**src/rtl/burst_buffer.sv**
```systemverilog
// burst_buffer: serial-to-parallel burst collector.
// Drops the first INITIAL_LATENCY accepted samples after reset, then packs
// every M accepted samples into data_out and pulses out_ready once per burst.
// Optional macro BURST_BUFFER_CNT_EN adds a 16-bit completed-burst counter.
module burst_buffer #(
    parameter int unsigned INITIAL_LATENCY = 3,
    parameter int unsigned M               = 5,
    parameter int unsigned PRECISION       = 5
) (
    input  logic                          clk,
    input  logic                          rst,
    input  logic                          ce,
    input  logic [PRECISION-1:0]          data_in,
    output logic [M-1:0][PRECISION-1:0]   data_out,
    output logic                          out_ready
`ifdef BURST_BUFFER_CNT_EN
    ,
    output logic [15:0]                   burst_cnt
`endif
);

    localparam int unsigned CNT_MAX  = (INITIAL_LATENCY > M) ? INITIAL_LATENCY : M;
    localparam int unsigned CNT_W_RAW = $clog2(CNT_MAX + 1);
    localparam int unsigned CNT_W    = (CNT_W_RAW < 1) ? 1 : CNT_W_RAW;
    localparam int unsigned LAT_LAST_I = (INITIAL_LATENCY == 0) ? 0 : INITIAL_LATENCY - 1;
    localparam logic [CNT_W-1:0] LAT_LAST = CNT_W'(LAT_LAST_I);
    localparam logic [CNT_W-1:0] BST_LAST = CNT_W'(M - 1);

    typedef enum logic [0:0] {
        ST_LATENCY = 1'b0,
        ST_FILL    = 1'b1
    } state_t;

    localparam state_t RESET_STATE = (INITIAL_LATENCY == 0) ? ST_FILL : ST_LATENCY;

    state_t                        state_q, state_d;
    logic [CNT_W-1:0]              lat_cnt_q, lat_cnt_d;
    logic [CNT_W-1:0]              bst_cnt_q, bst_cnt_d;
    logic [M-1:0][PRECISION-1:0]   stage_q, stage_d;
    logic [M-1:0][PRECISION-1:0]   data_out_q, data_out_d;
    logic                          out_ready_q, out_ready_d;
`ifdef BURST_BUFFER_CNT_EN
    logic [15:0]                   burst_cnt_q, burst_cnt_d;
`endif

    // Next-state: discard fill samples, then stage samples and publish each full burst.
    always_comb begin
        state_d     = state_q;
        lat_cnt_d   = lat_cnt_q;
        bst_cnt_d   = bst_cnt_q;
        stage_d     = stage_q;
        data_out_d  = data_out_q;
        out_ready_d = 1'b0;
`ifdef BURST_BUFFER_CNT_EN
        burst_cnt_d = burst_cnt_q;
`endif
        if (ce) begin
            case (state_q)
                ST_LATENCY: begin
                    lat_cnt_d = lat_cnt_q + CNT_W'(1);
                    if (lat_cnt_q == LAT_LAST) begin
                        state_d = ST_FILL;
                    end
                end
                ST_FILL: begin
                    for (int k = 0; k < int'(M); k++) begin
                        if (bst_cnt_q == CNT_W'(k)) begin
                            stage_d[k] = data_in;
                        end
                    end
                    if (bst_cnt_q == BST_LAST) begin
                        data_out_d  = stage_d;
                        out_ready_d = 1'b1;
                        bst_cnt_d   = '0;
`ifdef BURST_BUFFER_CNT_EN
                        burst_cnt_d = burst_cnt_q + 16'd1;
`endif
                    end else begin
                        bst_cnt_d = bst_cnt_q + CNT_W'(1);
                    end
                end
                default: state_d = RESET_STATE;
            endcase
        end
    end

    // State and datapath registers with asynchronous active-low reset.
    always_ff @(posedge clk or negedge rst) begin
        if (!rst) begin
            state_q     <= RESET_STATE;
            lat_cnt_q   <= '0;
            bst_cnt_q   <= '0;
            stage_q     <= '0;
            data_out_q  <= '0;
            out_ready_q <= 1'b0;
`ifdef BURST_BUFFER_CNT_EN
            burst_cnt_q <= '0;
`endif
        end else begin
            state_q     <= state_d;
            lat_cnt_q   <= lat_cnt_d;
            bst_cnt_q   <= bst_cnt_d;
            stage_q     <= stage_d;
            data_out_q  <= data_out_d;
            out_ready_q <= out_ready_d;
`ifdef BURST_BUFFER_CNT_EN
            burst_cnt_q <= burst_cnt_d;
`endif
        end
    end

    assign data_out  = data_out_q;
    assign out_ready = out_ready_q;
`ifdef BURST_BUFFER_CNT_EN
    assign burst_cnt = burst_cnt_q;
`endif

endmodule

```
**config.mk**
```make
export PLATFORM = sky130hd
export DESIGN_NAME = burst_buffer
export DESIGN_NICKNAME = d
export VERILOG_FILES = /design/src/rtl/burst_buffer.sv
export SDC_FILE = /design/constraint.sdc
export NUM_CORES = 1
export LEC_CHECK = 0
export ABC_AREA = 1
export CORE_MARGIN = 5
export CORE_UTILIZATION = 60
export CTS_BUF_LIST = sky130_fd_sc_hd__clkbuf_8
export DETAILED_ROUTE_END_ITERATION = 6
export PLACE_DENSITY = 0.91
export SLEW_MARGIN = 5
export SYNTH_ARGS = -nofsm -noshare
export SYNTH_HDL_FRONTEND = slang
export SYNTH_SLANG_ARGS = --single-unit
```
**constraint.sdc**
```tcl
create_clock -name clk -period 2.3 [get_ports clk]
set_input_delay 0.46 -clock clk [delete_from_list [all_inputs] [get_ports clk]]
set_output_delay 0.46 -clock clk [all_outputs]
set_load 0.02 [all_outputs]
```
==> flow_results.xml <==
<?xml version="1.0" encoding="UTF-8"?>
<metrics>
  <group name="global_routing">
    <metric name="grt_start_max_net_pins" unit="">29</metric>
    <metric name="gr-usage-all-layers" unit="%">21.43</metric>
    <metric name="grt_pass1_vias" unit="">2110</metric>
    <metric name="grt_overflow" unit="">0</metric>
    <metric name="grt_pass1_wl" unit="um">9073</metric>
    <metric name="antenna_found_initial" unit="">0</metric>
  </group>
  <group name="logic_synthesis">
    <metric name="ys_async_sr_fraction" unit="%">100.0</metric>
    <metric name="synth_largest_area_cell" unit="">dfrtp_1</metric>
    <metric name="top_cells_by_instance_count_after_synthesis" unit="">nand2_1 (133), dfrtp_1 (53), nand3_1 (48)</metric>
    <metric name="syn_area_per_cell" unit="um^2">8.193</metric>
    <metric name="synth_cell_type_count" unit="">15</metric>
    <metric name="synth.cell_area" unit="um^2">2482</metric>
    <metric name="syn-num-nets" unit="">318</metric>
    <metric name="yosysTopAreaCellShare" unit="%">53.43</metric>
    <metric name="dominant_combinational_cell_family_by_area_after_synthesis" unit="">simple AND/OR/NAND/NOR gates</metric>
    <metric name="multiplexer_fraction_of_the_synthesized_cell_area" unit="%">0</metric>
    <metric name="synthesized_area_fraction_occupied_by_ao_oa_aoi_and_oai_cells" unit="%">1.815</metric>
    <metric name="sequential_fraction_of_the_synthesis_area" unit="%">53.43</metric>
    <metric name="synth.yosys.warnings" unit="">0</metric>
    <metric name="yosys-top-cells-area" unit="">dfrtp_1 (53%), nand2_1 (20%), nand3_1 (9.7%), inv_1 (4.8%), ha_1 (3.5%)</metric>
    <metric name="post-synth-top-count-cell" unit="">nand2_1</metric>
    <metric name="post_synth_inst_count" unit="">303</metric>
    <metric name="synthAdderAreaFrac" unit="%">3.528</metric>
    <metric name="yosys_most_used_dff" unit="">dfrtp_1</metric>
    <metric name="ys_ff_latch" unit="">53</metric>
    <metric name="post_synth_xor_area_fraction" unit="%">0.3528</metric>
    <metric name="synthSimpleGateAreaFrac" unit="%">32.31</metric>
    <metric name="synth-edff-count" unit="">0</metric>
  </group>
  <group name="clocking">
    <metric name="clk_path_buf_depth" unit="">2</metric>
    <metric name="cts-root-buf" unit="">clkbuf_8</metric>
    <metric name="postCtsHoldBufs" unit="">0</metric>
    <metric name="clock_sinks" unit="">53</metric>
    <metric name="cts_resized" unit="">0</metric>
    <metric name="cts-buffers-inserted" unit="">5</metric>
    <metric name="tritoncts" unit="">done</metric>
    <metric name="worst_skew_pair.late_latency" unit="ns">0.30</metric>
    <metric name="htreeDepth" unit="">2</metric>
    <metric name="clkTransAtPathRegs" unit="ns">0.10</metric>
    <metric name="postCtsSetupRepairBufs" unit="">0</metric>
  </group>
  <group name="pwr">
    <metric name="p_leak" unit="nW">1.614</metric>
    <metric name="max-vdd-ir-drop" unit="uV">721.8</metric>
    <metric name="overall_power_consumption" unit="mW">3.799</metric>
    <metric name="power_per_cell_area" unit="nW/um^2">1281</metric>
  </group>
  <group name="finish">
    <metric name="area_growth_syn_to_layout" unit="%">19.46</metric>
    <metric name="fin_util" unit="%">74.13</metric>
    <metric name="share_of_final_layout_standard_cells_stronger_than_drive_strength_1" unit="%">7.080</metric>
    <metric name="insertedDiodeCount" unit="">0</metric>
    <metric name="design.final.nets" unit="">353</metric>
    <metric name="final_cell_area" unit="um^2">2965</metric>
    <metric name="num-fill-cells" unit="">286</metric>
    <metric name="finalNonFillerCells" unit="">389</metric>
  </group>
  <group name="routing">
    <metric name="drc_errors" unit="">0</metric>
    <metric name="drt_iter0_drc" unit="">179</metric>
    <metric name="wire_per_inst" unit="um">13.35</metric>
    <metric name="route.antenna.remaining_nets" unit="">0</metric>
    <metric name="via_count" unit="">2026</metric>
    <metric name="drt_first_pass_iters" unit="">4</metric>
    <metric name="wirelength" unit="um">5195</metric>
    <metric name="routed_via_density" unit="">5.208</metric>
  </group>
  <group name="critical_path">
    <metric name="buffers_plus_inverters_on_the_worst_setup_path" unit="">1</metric>
    <metric name="timing.critical_path.arrival" unit="ns">1.30</metric>
    <metric name="cpLargestDelayFamily" unit="">buffers and inverters</metric>
    <metric name="path_max_fanout" unit="">2</metric>
    <metric name="crit_chain" unit="">clkdlybuf4s50_1</metric>
    <metric name="critical_path.startpoint_type" unit="">flop</metric>
    <metric name="worst_path_largest_cell_delay" unit="ns">0.62</metric>
    <metric name="criticalPathCategory" unit="">flop to primary output</metric>
    <metric name="worstReg2RegStart" unit="">bst_cnt_q[1]$_DFFE_PN0P_</metric>
    <metric name="required_arrival_time_at_the_worst_endpoint" unit="ns">1.84</metric>
    <metric name="reg2regPathDepth" unit="">7</metric>
    <metric name="critical_path.endpoint_type" unit="">primary output</metric>
    <metric name="ff2ff_setup_slack" unit="ns">0.54</metric>
    <metric name="critical-path-slowest-cell" unit="">clkdlybuf4s50_1</metric>
    <metric name="timing.rr.end" unit="">data_out[3]$_DFFE_PN0P_</metric>
  </group>
  <group name="timing">
    <metric name="timing.setup.tns" unit="ns">0</metric>
    <metric name="slew_headroom" unit="%">59.79</metric>
    <metric name="hold_viol" unit="">0</metric>
    <metric name="grt_setup_unrepaired" unit="">false</metric>
    <metric name="final-setup-viol-count" unit="">0</metric>
    <metric name="max_freq" unit="MHz">567.5</metric>
    <metric name="maxSlewViolCount" unit="">0</metric>
    <metric name="tightestPinTransition" unit="ns">0.6031</metric>
    <metric name="final.min_clock_period" unit="ns">1.762</metric>
    <metric name="fraction_of_the_cycle_the_final_worst_path_needs" unit="%">76.61</metric>
    <metric name="fin_skew" unit="ns">0.01098</metric>
  </group>
  <group name="floorplan">
    <metric name="initial_utilization" unit="%">62.06</metric>
    <metric name="fp.coreArea" unit="um^2">4000</metric>
    <metric name="chip_width" unit="um">74.32</metric>
    <metric name="fp.dieArea" unit="um^2">5523</metric>
    <metric name="boundaryPins" unit="">34</metric>
    <metric name="rows" unit="">23</metric>
    <metric name="fp.dieH" unit="um">74.32</metric>
  </group>
  <group name="placed_design">
    <metric name="dpl.cell_count" unit="">381</metric>
    <metric name="postPlaceCellArea" unit="um^2">2845</metric>
    <metric name="detailedPlacementHpwl" unit="um">3752</metric>
    <metric name="gpl.final_weighted_congestion" unit="">0.8489</metric>
    <metric name="numPortBuffers" unit="">33</metric>
  </group>
  <group name="worst_hold_path">
    <metric name="hold_path_class" unit="">input pin to asynchronous set/reset pin</metric>
  </group>
  <group name="outcome">
    <metric name="outcome" unit="">finished, final reports clean</metric>
  </group>
  <group name="run">
    <metric name="max_cap_violations" unit="">0</metric>
  </group>
</metrics>
[area by class of cell]
type,instances,area [um^2],area share [%]
clock buffers,6,82.58,2.785
clock inverters,2,37.54,1.266
inverters,34,130.1,4.388
multi-input cells,205,943.4,31.81
flip-flops and latches,53,1326,44.73
well taps,50,62.56,2.110
repair buffers,39,382.9,12.91
[worst max-delay path by stage]
| stage | start | to | slack, ns | cells after the start |
|---|---|---|---|---|
| after floorplan | bst_cnt_q[2]$_DFFE_PN0P_ | data_out[15]$_DFFE_PN0P_ | 0.82 | 7 |
| after global placement | ce | data_out[3]$_DFFE_PN0P_ | 0.36 | 6 |
| after detailed placement | ce | data_out[19]$_DFFE_PN0P_ | 0.34 | 6 |
| after CTS | data_out[1]$_DFFE_PN0P_ | data_out[1] | 0.54 | 1 |
| after global routing | bst_cnt_q[0]$_DFFE_PN0P_ | data_out[3]$_DFFE_PN0P_ | 0.41 | 7 |
| final | data_out[1]$_DFFE_PN0P_ | data_out[1] | 0.54 | 1 |
[stage by stage]
stage | hold WS (ns) | worst slack (ns)
after floorplan | 0.1644 | 0.8192
after global placement | 0.4557 | 0.3626
after detailed placement | 0.4585 | 0.3432
after CTS | 0.1666 | 0.5385
after global routing | 0.1942 | 0.4119
final | 0.1494 | 0.5380
[where the power goes]
part | switching, mW | internal [mW] | total [mW]
Clock | 0.295 | 0.354 | 0.649
Combinational | 0.964 | 0.666 | 1.63
Sequential | 0.212 | 1.31 | 1.52
Total | 1.47 | 2.33 | 3.80
[flip-flops by register name (all words and copies together) (netlist names)]
register and flops:
out_ready 1, bst_cnt_q 3, state_q 1, lat_cnt_q 3
data_out 25, stage_q 20
[metal layers]
metal  vias up  track usage, %  part of all wire (%)
li1       1001               -                     -
met1       965           27.20                    43
met4         0           5.929                  0.87
met2        53           37.50                    50
met5         -               0                     0
met3         7           4.324                   6.0
[cell families after synthesis]
kind of cell	Yosys count
buffers and inverters	45
and+or+nand+nor	188
DFF	53
AOI/OAI and AO/OA	9
adders and majority gates	7
xor gates and xnor gates	1
[layout by cell type, fill, tap and decap left out, drive strengths merged]
cell type	Yosys	final
buf	8	7
bufinv	0	1
clkbuf	3	6
clkdlybuf4s50	0	32
clkinvlp	0	1
dfrtp	53	53
ha	7	7
inv	34	34
nand2	139	139
nand3	48	48
nor2	1	1
o21ai	9	9
xor2	1	1
(Power assumes the default switching activity.)
